===== src/rtl/karatsuba_combine_if.sv =====
// Handshake/data bundle for karatsuba_combine: partial-product input side and product output side.
interface karatsuba_combine_if #(
  parameter int unsigned N_BITS = 8
);
  logic                  in_valid;
  logic                  in_ready;
  logic [2*N_BITS-1:0]   z0;
  logic [2*N_BITS-1:0]   z2;
  logic [2*N_BITS+1:0]   zm;
  logic                  out_valid;
  logic                  out_ready;
  logic [4*N_BITS-1:0]   p;
  logic                  err;

  modport slave (
    input  in_valid, z0, z2, zm, out_ready,
    output in_ready, out_valid, p, err
  );

  modport master (
    output in_valid, z0, z2, zm, out_ready,
    input  in_ready, out_valid, p, err
  );
endinterface


===== src/rtl/karatsuba_combine.sv =====
// Two-stage Karatsuba recombination: mid = zm - z0 - z2, then p = z2<<2N + mid<<N + z0.
// Define KARATSUBA_COMBINE_CHECK_EN to build the sticky middle-term underflow flag on err.
module karatsuba_combine #(
  parameter int unsigned N_BITS = 8
) (
  input  logic                  clk,
  input  logic                  rst_n,
  karatsuba_combine_if.slave    bus
);
  localparam int unsigned W  = 2 * N_BITS;
  localparam int unsigned MW = W + 2;
  localparam int unsigned PW = 4 * N_BITS;

  logic          s1_valid_q, s1_valid_d;
  logic [W:0]    mid_q, mid_d;
  logic [W-1:0]  z0_q, z0_d;
  logic [W-1:0]  z2_q, z2_d;
  logic          s2_valid_q, s2_valid_d;
  logic [PW-1:0] p_q, p_d;

  logic          s1_adv, s2_adv, accept;
  logic [MW-1:0] mid_full;

`ifdef KARATSUBA_COMBINE_CHECK_EN
  logic          err_q, err_d;
`endif

  always_comb begin
    s2_adv     = !s2_valid_q || bus.out_ready;
    s1_adv     = !s1_valid_q || s2_adv;
    accept     = bus.in_valid && s1_adv;
    mid_full   = bus.zm - MW'(bus.z0) - MW'(bus.z2);

    s1_valid_d = s1_valid_q;
    mid_d      = mid_q;
    z0_d       = z0_q;
    z2_d       = z2_q;
    s2_valid_d = s2_valid_q;
    p_d        = p_q;

    if (s1_adv) begin
      s1_valid_d = bus.in_valid;
    end
    if (accept) begin
      mid_d = mid_full[W:0];
      z0_d  = bus.z0;
      z2_d  = bus.z2;
    end

    if (s2_adv) begin
      s2_valid_d = s1_valid_q;
      if (s1_valid_q) begin
        p_d = (PW'(z2_q) << W) + (PW'(mid_q) << N_BITS) + PW'(z0_q);
      end
    end

`ifdef KARATSUBA_COMBINE_CHECK_EN
    // Top bit of the widened subtraction is the borrow: zm < z0 + z2.
    err_d = err_q || (accept && mid_full[MW-1]);
`endif
  end

  always_ff @(posedge clk or negedge rst_n) begin
    if (!rst_n) begin
      s1_valid_q <= 1'b0;
      mid_q      <= '0;
      z0_q       <= '0;
      z2_q       <= '0;
      s2_valid_q <= 1'b0;
      p_q        <= '0;
    end else begin
      s1_valid_q <= s1_valid_d;
      mid_q      <= mid_d;
      z0_q       <= z0_d;
      z2_q       <= z2_d;
      s2_valid_q <= s2_valid_d;
      p_q        <= p_d;
    end
  end

`ifdef KARATSUBA_COMBINE_CHECK_EN
  always_ff @(posedge clk or negedge rst_n) begin
    if (!rst_n) begin
      err_q <= 1'b0;
    end else begin
      err_q <= err_d;
    end
  end

  assign bus.err = err_q;
`else
  logic unused_borrow;
  assign unused_borrow = mid_full[MW-1];
  assign bus.err       = 1'b0;
`endif

  assign bus.in_ready  = s1_adv;
  assign bus.out_valid = s2_valid_q;
  assign bus.p         = p_q;
endmodule

===== src/flat_wrapper.sv =====
// flat-port wrapper written by rule: the top's interface ports become plain ports
module karatsuba_combine_flat 
#(
  parameter int unsigned N_BITS = 8
)
  (clk, rst_n, bus_in_valid, bus_z0, bus_z2, bus_zm, bus_out_ready, bus_in_ready, bus_out_valid, bus_p, bus_err);
  karatsuba_combine_if #(.N_BITS(N_BITS)) bus_i ();
  input  logic clk;
  input  logic rst_n;
  input wire logic [$bits(bus_i.in_valid)-1:0] bus_in_valid;
  input wire logic [$bits(bus_i.z0)-1:0] bus_z0;
  input wire logic [$bits(bus_i.z2)-1:0] bus_z2;
  input wire logic [$bits(bus_i.zm)-1:0] bus_zm;
  input wire logic [$bits(bus_i.out_ready)-1:0] bus_out_ready;
  output wire logic [$bits(bus_i.in_ready)-1:0] bus_in_ready;
  output wire logic [$bits(bus_i.out_valid)-1:0] bus_out_valid;
  output wire logic [$bits(bus_i.p)-1:0] bus_p;
  output wire logic [$bits(bus_i.err)-1:0] bus_err;
  assign bus_i.in_valid = bus_in_valid;
  assign bus_i.z0 = bus_z0;
  assign bus_i.z2 = bus_z2;
  assign bus_i.zm = bus_zm;
  assign bus_i.out_ready = bus_out_ready;
  assign bus_in_ready = bus_i.in_ready;
  assign bus_out_valid = bus_i.out_valid;
  assign bus_p = bus_i.p;
  assign bus_err = bus_i.err;
  karatsuba_combine #(.N_BITS(N_BITS)) u_core (.clk(clk), .rst_n(rst_n), .bus(bus_i));
endmodule

===== config.mk =====
export PLATFORM = sky130hd
export DESIGN_NAME = karatsuba_combine_flat
export DESIGN_NICKNAME = d
export VERILOG_FILES = /design/src/rtl/karatsuba_combine_if.sv /design/src/rtl/karatsuba_combine.sv /design/src/flat_wrapper.sv
export SDC_FILE = /design/constraint.sdc
export NUM_CORES = 1
export LEC_CHECK = 0
export ABC_AREA = 1
export BUFFER_PORTS_ARGS = -buffer_cell sky130_fd_sc_hd__buf_2
export CORE_ASPECT_RATIO = 0.6
export CORE_MARGIN = 4
export CORE_UTILIZATION = 50
export DETAILED_ROUTE_END_ITERATION = 10
export PLACE_DENSITY = 0.77
export SLEW_MARGIN = 30
export SYNTH_ARGS = -nofsm -noshare
export SYNTH_HDL_FRONTEND = slang
export SYNTH_SLANG_ARGS = --single-unit

===== constraint.sdc =====
create_clock -name clk -period 1.65 [get_ports clk]
set_clock_uncertainty 0.1 [all_clocks]
set_input_delay 0.33 -clock clk [delete_from_list [all_inputs] [get_ports clk]]
set_output_delay 0.33 -clock clk [all_outputs]
set_load 0.03 [all_outputs]

After elaboration in Yosys (flattened, before gate mapping)
Index checks and enable logic that the tools add are counted.
{"block": "word_totals", "register_bits": 83, "input_bits": 54}
{"block": "classes", "add_sub_neg": 4, "n_reduce_logical": 6}
{"operator": "17-bit by 16-bit subtractor with 17-bit output", "count": 2}
{"operator": "32-bit by 16-bit adder with 32-bit output", "count": 1}
{"operator": "32-bit by 25-bit adder with 32-bit output", "count": 1}
{"operator": "1-bit zero test", "count": 2}
{"operator": "1-bit logical OR", "count": 2}
{"operator": "2-bit AND reduction", "count": 1}
{"operator": "1-bit logical AND", "count": 1}

Depth between registers and ports, before layout
Gate-level depths: netlist of the first run.
{"block": "logic_depth", "ltp_word": 4, "ltp_mapped": 14}

Least setup slack after synthesis of the first run
No wires, ideal clock.
{"block": "synth_path", "kind": "input-to-reg", "start": "input port bus_z2[2]", "end": "register u_core.mid_q[15]", "cell_stages": 11, "path_slack_ns": -0.415, "n_path_buf": 0, "arrival_ns": 1.848, "required_time_ns": 1.433, "cell_sequence": "inv_1 -> fa_1 -> ha_1 -> a21oi_1 -> o21ai_2 -> nand2_1 -> nand2_1 -> nand2_1 -> nand3b_1 -> nand3_1 -> nand2_1"}
{"block": "synth_between", "elab_chain_cells": 1}
{"item": "start: declaration", "line_no": "flat_wrapper.sv:12", "source": "input wire logic [$bits(bus_i.z2)-1:0] bus_z2;"}
{"item": "17-bit by 16-bit subtractor with 17-bit output", "line_no": "karatsuba_combine.sv:32", "source": "mid_full = bus.zm - MW'(bus.z0) - MW'(bus.z2);"}
{"item": "end signal: assignment", "line_no": "karatsuba_combine.sv:73", "source": "mid_q <= mid_d;"}
{"item": "end: declaration", "line_no": "karatsuba_combine.sv:15", "source": "logic [W:0] mid_q, mid_d;"}
Every way passes these cells.
A chain may end at the register's enable or synchronous reset.

Worst setup path after layout of the first run
{"block": "layout_path", "start": "input port bus_z2[9]", "end": "register u_core.mid_q[15]"}
Same word-level chain as after synthesis.

==> results of run 1 <==
-- flip-flops by register name, indices dropped and copies added (netlist names) --
name / flops
u_core.z2_q: 16
u_core.bus.out_valid: 1
u_core.z0_q: 16
u_core.mid_q: 17
u_core.s1_valid_q: 1
u_core.bus.p: 32
-- worst min-delay path: stages --
cell	delay, ps
buf_2	70
inv_1	40
nand2_1	70
nand2_1	50
-- kinds of logic (layout without fill, tap and decap cells) --
family,count (synthesis),after routing
AO/OA/AOI/OAI,87,87
adder cells (fa/ha/maj),52,52
buffers and inverters,127,339
XOR/XNOR,15,15
AND/OR/NAND/NOR,440,440
other,1,1
flip-flops,83,83
-- repair_timing --
item | CTS | global route
resized for setup | 139 | 177
cloned | 0 | 0
setup endpoints to repair | 34 | 34
setup buffers | 11 | 29
endpoints found under the hold margin | 27 | 0
pin swaps | 76 | 107
hold buffers | 1 | 0
-- how the worst max path moves through the flow --
stage | start | endpoint | slack [ps] | depth (start not counted)
after floorplan | bus_z2[10] | u_core.mid_q[15] | -360 | 9
after global placement | bus_z2[8] | u_core.mid_q[13] | -670 | 10
after detailed placement | bus_z2[8] | u_core.mid_q[13] | -730 | 10
after CTS | bus_z0[4] | u_core.mid_q[15] | -220 | 14
after global routing | bus_z2[9] | u_core.mid_q[15] | -450 | 12
final | bus_z2[9] | u_core.mid_q[15] | -400 | 12
-- where the power goes --
| group | total, mW | internal [mW] | switching [mW] |
|---|---|---|---|
| clock network | 2.45 | 1.51 | 0.940 |
| logic | 8.43 | 3.54 | 4.90 |
| registers | 3.12 | 2.63 | 0.497 |
-- layout by cell type, fill, tap and decap left out, types with 4 or more instances in the layout --
cell type,n
inv_4,7
inv_2,24
nand2_8,4
nand3_1,21
ha_1,4
a21oi_4,8
fa_1,14
nand3_2,22
nand2_1,239
inv_1,77
nor2_1,23
nand3_4,7
xnor2_2,9
clkbuf_16,9
o21ai_0,38
nand4_1,7
nand3b_1,10
buf_4,108
buf_6,28
nor2_2,10
a21oi_2,12
xnor2_1,4
dfrtp_1,80
o21ai_1,14
a21oi_1,7
nand2_2,45
buf_2,71
inv_6,4
ha_4,29
nand2_4,24
o21ai_2,6
nor2_4,17
buf_12,4
-- layout make-up --
cell class	count	area, µm²
Sequential cell	83	2081
Clock buffer	9	225.2
Fill cell	670	2170
Inverter	110	435.4
Tap cell	160	200.2
Timing Repair Buffer	213	1587
Multi-Input combinational cell	595	4511
Clock inverter	7	127.6
-- routing by layer --
metal	part of all wire, %	routed length, µm	GRT usage [%]
met1	41	8741	39.64
met3	11	2299	7.581
met5	0.061	13	0
met4	4.7	1016	7.907
met2	44	9376	41.46
==> results list, run 1 <==
* IO buf count: 86
* Worst hold path startpoint: bus_out_ready
* Hold Slack: 156.8 ps
* Die Ht: 91.55 µm
- The routed layout has 6451 vias.
- Data on the critical path arrives at its endpoint at 2180 ps.
- Die boundary width: 147.2 µm
- After the flow finishes, the layout carries non-filler instances totaling 1177.
- The final critical path takes up 124.5% of the cycle.
- Hold Crit Class: primary input to flip-flop
* DRC violations left: 0
- The congestion estimate from routability-driven global placement came to 0.9694.
- The critical path goes through buf_6 -> inv_2 -> fa_1 -> ha_4 -> nand2_1 -> nor2_1 -> and2_1 -> nand2_2 -> nand2_1 -> nand2_1 -> nand3_1 -> nand2_1.
* Final wirelength: 21450 µm
- Endpoint of the lowest-slack register-to-register path: u_core.bus.p[29]
- Total power of the final layout: 14.01 mW
* Yosys synthesis warning count: 0
- Post-synthesis share of cell area spent on and, or, nand and nor gates: 32.16%
- The wire-length estimate of the detail-placed layout is 12950 µm.
- Number of antenna violations at the first check in global routing: 1
- 0 antenna diodes ended up in the layout.
* Max incr delay on CP: 470 ps
* Overall overflow remaining after global route: 0
- Max-cap violations: 0
- Detailed Route Iter0 Violations: 833
* Depth of the CTS H-tree: 3
* Synth Area in Compound Gates: 7.765%
- Post-synthesis share of cell area spent on full adders, half adders and majority gates: 13.38%
- The share of the Yosys chip area taken by registers is 35.71%.
* Achievable clock frequency: 486.6 MHz
- Setup violations remaining at the end of the flow were counted as 35.
- Global routing consumed, over all layers together, 27.77% of the routing resources.
- Register bit total from synthesis: 83
- Entering global routing, the biggest net connects 66 pins.
* Setup crit start kind: primary input
- Total iterations of the first detailed-routing run: 6
- After detailed routing, the number of vias per cell comes to 5.481.
- TritonCTS built the clock tree.
- Most repeated cell in the gate-level netlist after synthesis: nand2_1
- After technology mapping, the gate count stands at 805.
* Die footprint: 13480 µm²
* Post-route cell area: 9166 µm²
- Post-synthesis cell area: 5817 µm²
- Worst Hold End: u_core.bus.out_valid
- The final-report hold violation count came to 0.
- Summed over its instances, the top area cell type makes up 35.71% of the synthesized netlist area.
- The number of buffers and inverters on the critical path is 2.
* I/O pin count: 89
* Xor and xnor area share after synthesis: 2.259%
- Setup repair after global routing could not meet its margin everywhere.
* Worst ir drop on vdd: 0.8008 mV
- Placement Rows: 30
* Dominant combinational cell family by area after synthesis: simple AND/OR/NAND/NOR gates
- The longest clock path from root to sink contains 2 buffers.
- Routed len/inst: 18.22 µm
- The first global-routing pass estimated 29440 µm of wire.
- The flow ran to the end, but the final reports show violations.
- Violations in the final reports: negative setup slack
* Sum of negative setup slack: -7702 ps
- Among all stages on the critical path, the largest delay is contributed by fa_1.
* Synth area leader: dfrtp_1
- Setup slack on the worst flop-to-flop path: -310 ps
- Counting I/O delays and the setup requirement, the final critical path takes 2055 ps.
- Each instance of the synthesized netlist takes up on average 7.226 µm².
- STA classifies the critical path endpoint as a flip-flop.
* Top_reg_cell synth: dfrtp_1
* Placed instance count: 1121
- Dividing total power by cell area gives a power density of 1528 nW/µm².
* P&R area growth vs syn: 57.58%
- The worst register-to-register path begins at u_core.z0_q[15].
* Number of clock sinks: 83
* Commonest cells in the netlist: 304 x nand2_1, 109 x inv_1, 83 x dfrtp_1
* Asr flop ratio synth: 100.0%
- Hold Path Depth: 4
* Placed cell areas: 7213 µm²
* Required time of the critical path: 1780 ps
* Clock root cell: clkbuf_16
- The total area inside the core boundary comes to 11340 µm².
- Yosys mapped a number of flops with a built-in enable equal to 0.
- Top cells by area, synth: dfrtp_1 36%, nand2_1 20%, ha_1 7.5%
- When the netlist entered floorplanning its net count stood at 911.
- The portion of synthesized area spent on multiplexers is 0%.
- Fraction of final layout cells sized beyond drive strength 1: 46.12%
* Pins Over Slew Limit: 0
* Type of the worst setup path: primary input to flip-flop
- Initial cell density of the core: 51.31%
- Most prevalent standard cell on the critical path: nand2_1
- In this run the worst path has a maximum fanout of 4.
- Gate family responsible for the most delay along the worst path: simple AND/OR/NAND/NOR gates
- Worst Reg-to-Reg Cells: 11
* Number of buffers added by the clock tree synthesis step: 9
- Clock slew seen by the registers of the worst setup and hold paths: 70 ps
- The number of global-route vias before repair was 5767.
- The count of nets left with antenna violations once routing finished came out at 0.
- OpenSTA, run right after detailed placement, puts the worst setup slack at -729.6 ps.
- Summed over all cells, the static leakage comes to 4.606 nW.
* Number of different library cells in the post-synthesis netlist: 30
- Post-layout util: 80.86%
* Clk_lat worst skew: 350 ps
- Setup slack on the critical path of the routed design comes to -404.9 ps.
- Post-layout net count: 1118
Note: power is estimated with default switching activity, not from simulation.
==> inputs of run 2 (changes only) <==
BUFFER_PORTS_ARGS = default   (was -buffer_cell sky130_fd_sc_hd__buf_2)
DONT_BUFFER_PORTS = 1   (was default)
PLACE_DENSITY = 0.71   (was 0.77)
==> results list, run 2 (same netlist as run 1, synthesis figures left out) <==
* Worst path cell trace: ha_4 -> fa_2 -> nand2_2 -> nand2_2 -> nand4_1 -> nand2_2 -> nand2_2 -> nand3b_1 -> nand3_1 -> nand2_1
* Unrepaired setup endpoints after global routing: yes
- Number of buffers added by the clock tree synthesis step: 9 (unchanged)
- The share of cells above drive strength 1 was 38.97% (-7.1 points).
* Portion of the clock cycle consumed by the worst path in the final layout: 116.0% (-8.5 points)
- TritonCTS built the clock tree.
* Run status: finished with violations
- Total net switching power: 5.626 mW (-11%)
- Area inside the core boundary: 11340 µm² (unchanged)
- The number of top-level design ports was 89 (unchanged).
* Number of antenna-violating nets in the routed design: 0 (unchanged)
- Highest-count cells in the layout ignoring fill and taps: 237 x nand2_1, 90 x buf_4, 86 x inv_1, 73 x dfrtp_1, 51 x nand2_2
- Number of gates on the worst path with buffers counted: 10 (-2)
- Gate family responsible for the most delay along the worst path: simple AND/OR/NAND/NOR gates
- Overall overflow remaining after global route: 0 (unchanged)
- The number of slew-limit violations in the final report came to 0 (unchanged).
- Total buffers and inverters traversed by the critical path: 0 (-2)
* DRC violations left: 0 (unchanged)
- Final Hold Fails: 83 (+83)
* Placer congestion estimate: 0.9317 (-3.9%)
- IO buf count: 0 (-100%)
- The detailed-routing iteration count for the pre-antenna-repair pass is 5 (-1).
* Net switching fraction of the power: 45.40% (+0.18 points)
* Part of the total power dissipated in the clock network: 17.2% (-0.3 points)
* Mean number of vias per cell: 5.316 (-3.0%)
- The DRC marker count from the first detailed-route iteration was 346 (-58%).
* Clk_lat worst skew: 350 ps (about the same)
- The worst setup path is captured at a flip-flop.
* Placed instance count: 1033 (-7.9%)
- The library cell used most frequently in the layout, excluding fill and tap cells, is nand2_1.
- The number of global-route vias before repair is 5585 (-3.2%).
- Worst Reg-to-Reg Cells: 10 (-1)
- Hold Slack: -422.4 ps (-579.3 ps)
* Clock root cell: clkbuf_16
- The clock period minus final worst setup slack came to 1915 ps (-140.2 ps).
- Number of antenna violations at the first check in global routing: 0 (-1)
* Type of the worst setup path: flip-flop to flip-flop
- The sink count of the clock tree came to 83 (unchanged).
- Internal power: 6.765 mW (-12%)
- Total power of the final layout: 12.39 mW (-12%)
- The area growth from synthesis to layout is 43.90%.
- The worst stage delay on the critical path came to 420 ps (-50 ps).
- The sequential power share is 31.2% (+8.9 points).
- Worst Slack Setup Final: -264.7 ps (+140.2 ps)
- The leakage component of the power is 4.078 nW (-11%).
- Hold Crit Class: primary input to asynchronous set/reset pin
- The area of the die was 13480 µm² (unchanged).
- Die boundary width: 147.2 µm (unchanged)
- Total GRT Usage: 27.02% (-0.75 points)
- The setup TNS was -4845 ps (+2856 ps).
- The endpoint arrival time on the critical path came to 2060 ps (-120 ps).
- Post-route cell area: 8371 µm² (-8.7%)
* Sum of net half-perimeters after detailed placement: 13100 µm (+1.2%)
- The largest individual stage delay along the critical path comes from the cell dfrtp_1.
* Clock slew seen by the registers of the worst setup and hold paths: 70 ps (about the same)
- Most prevalent standard cell on the critical path: nand2_2
* Setup crit start kind: flip-flop
* Die Ht: 91.55 µm (unchanged)
* Placed cell areas: 6778 µm² (-6.0%)
- Final wirelength: 18360 µm (-14%)
- The number of failing setup endpoints in the final timing report is 33 (-5.7%).
- The count of nets after finishing is 1012 (-9.5%).
* Required time of the critical path: 1790 ps (about the same)
- The maximum clock frequency was 522.3 MHz (+7.3%).
- Power per cell area: 1480 nW/µm² (-3.1%)
* Flip-flop count of the largest register, all copies and words added: 32 (unchanged)
- Largest fanout on the critical path: 3 (-1)
- The checks that failed: negative hold slack, negative setup slack.
- The antenna diode count was 0 (unchanged).
- Routed len/inst: 17.14 µm (-5.9%)
- The number of filler cells placed in the layout was 853 (+27%).
- The final cell count without fillers is 1071 (-9.0%).
- The total number of placement rows is 30 (unchanged).
* Depth of the CTS H-tree: 3 (unchanged)
- Max-cap violations: 0 (unchanged)
- The starting density of the core came to 51.31% (unchanged).
- Buffer levels on the longest clock path: 2 (unchanged)
- The worst ir drop on vdd came to 0.7647 mV (-4.5%).
- The vias after detailed routing is 5693 (-12%).
* Largest net degree at the start of global routing: 84 (+27%)
- The combinational cell fraction of total power came to 51.6% (-8.6 points).
* First-pass GRT wire length: 28790 µm (-2.2%)
- Hold-fix buffers, CTS: 2 (+1)
run 2: changes by cell type in the layout (fill, tap and decap cells not counted), moves of 7 or more:
cell and change:
buf_2 -71, inv_2 -8, dfrtp_1 -7, buf_6 -17
nand3_1 +7, buf_4 -18, inv_1 +9, dfrtp_2 +7
run 2: repair_timing:
item                                    in CTS  in global routing
buffers inserted                            14                 10
hold endpoints to repair                    85                 83
cloned                                       0                  0
endpoints found under the setup margin      33                 35
gates resized for setup                    158                121
pin swaps                                   88                 93
run 2: worst paths after layout:
kind	slack (ps)	start	to
worst max-delay path	-260	u_core.z0_q[8]	u_core.bus.p[24]
worst max register to register	-260	u_core.z0_q[8]	u_core.bus.p[24]
max in group asynchronous	1720	rst_n	u_core.z0_q[15]
worst min register to register	370	u_core.z0_q[7]	u_core.bus.p[7]
worst min-delay path	-420	rst_n	u_core.bus.p[11]
min in group clk	60	bus_z0[4]	u_core.z0_q[4]
run 2: layout make-up:
type | count | area, µm² | area share [%]
inverters | 110 | 454.2 | 5.426
multi-input cells | 595 | 4422 | 52.83
flip-flops and latches | 83 | 2090 | 24.96
clock buffers | 9 | 225.2 | 2.691
well taps | 160 | 200.2 | 2.392
repair buffers | 107 | 899.6 | 10.75
clock inverters | 7 | 80.08 | 0.9567
run 2: metrics by stage:
stage          utilization (%)  setup WS [ps]
5_1_grt                  73.84         -326.3
2_1_floorplan                -         -358.2
3_5_place_dp             59.79         -632.9
6_report                 73.84         -264.7
3_3_place_gp             59.79         -624.4
4_1_cts                  69.37         -201.2
run 2: metal layers:
layer / vias to the layer above / track usage (%) / wire length (µm)
met3: 29 / 7.431 / 1339
met1: 2728 / 38.87 / 8544
met4: 2 / 6.589 / 299
li1: 2718 / - / -
met2: 216 / 40.05 / 8100
met5: - / 4.231 / 75
run 2: power by group through the flow:
| stage | registers [mW] | clock network, mW | logic (mW) |
|---|---|---|---|
| finish | 3.87 | 2.13 | 6.39 |
| global route | 3.93 | 2.26 | 6.94 |
| CTS | 3.84 | 2.15 | 5.61 |
| detailed placement | 3.78 | 0 | 4.52 |
| global placement | 3.77 | 0 | 4.39 |
| floorplan | 3.62 | 0 | 3.02 |
run 2: worst reg2reg max path, delay by kind of cell, from the launching register on:
kind          cells  cell delay (ps)
flops             1              420
fa+ha+maj         2              590
simple gates      8              710
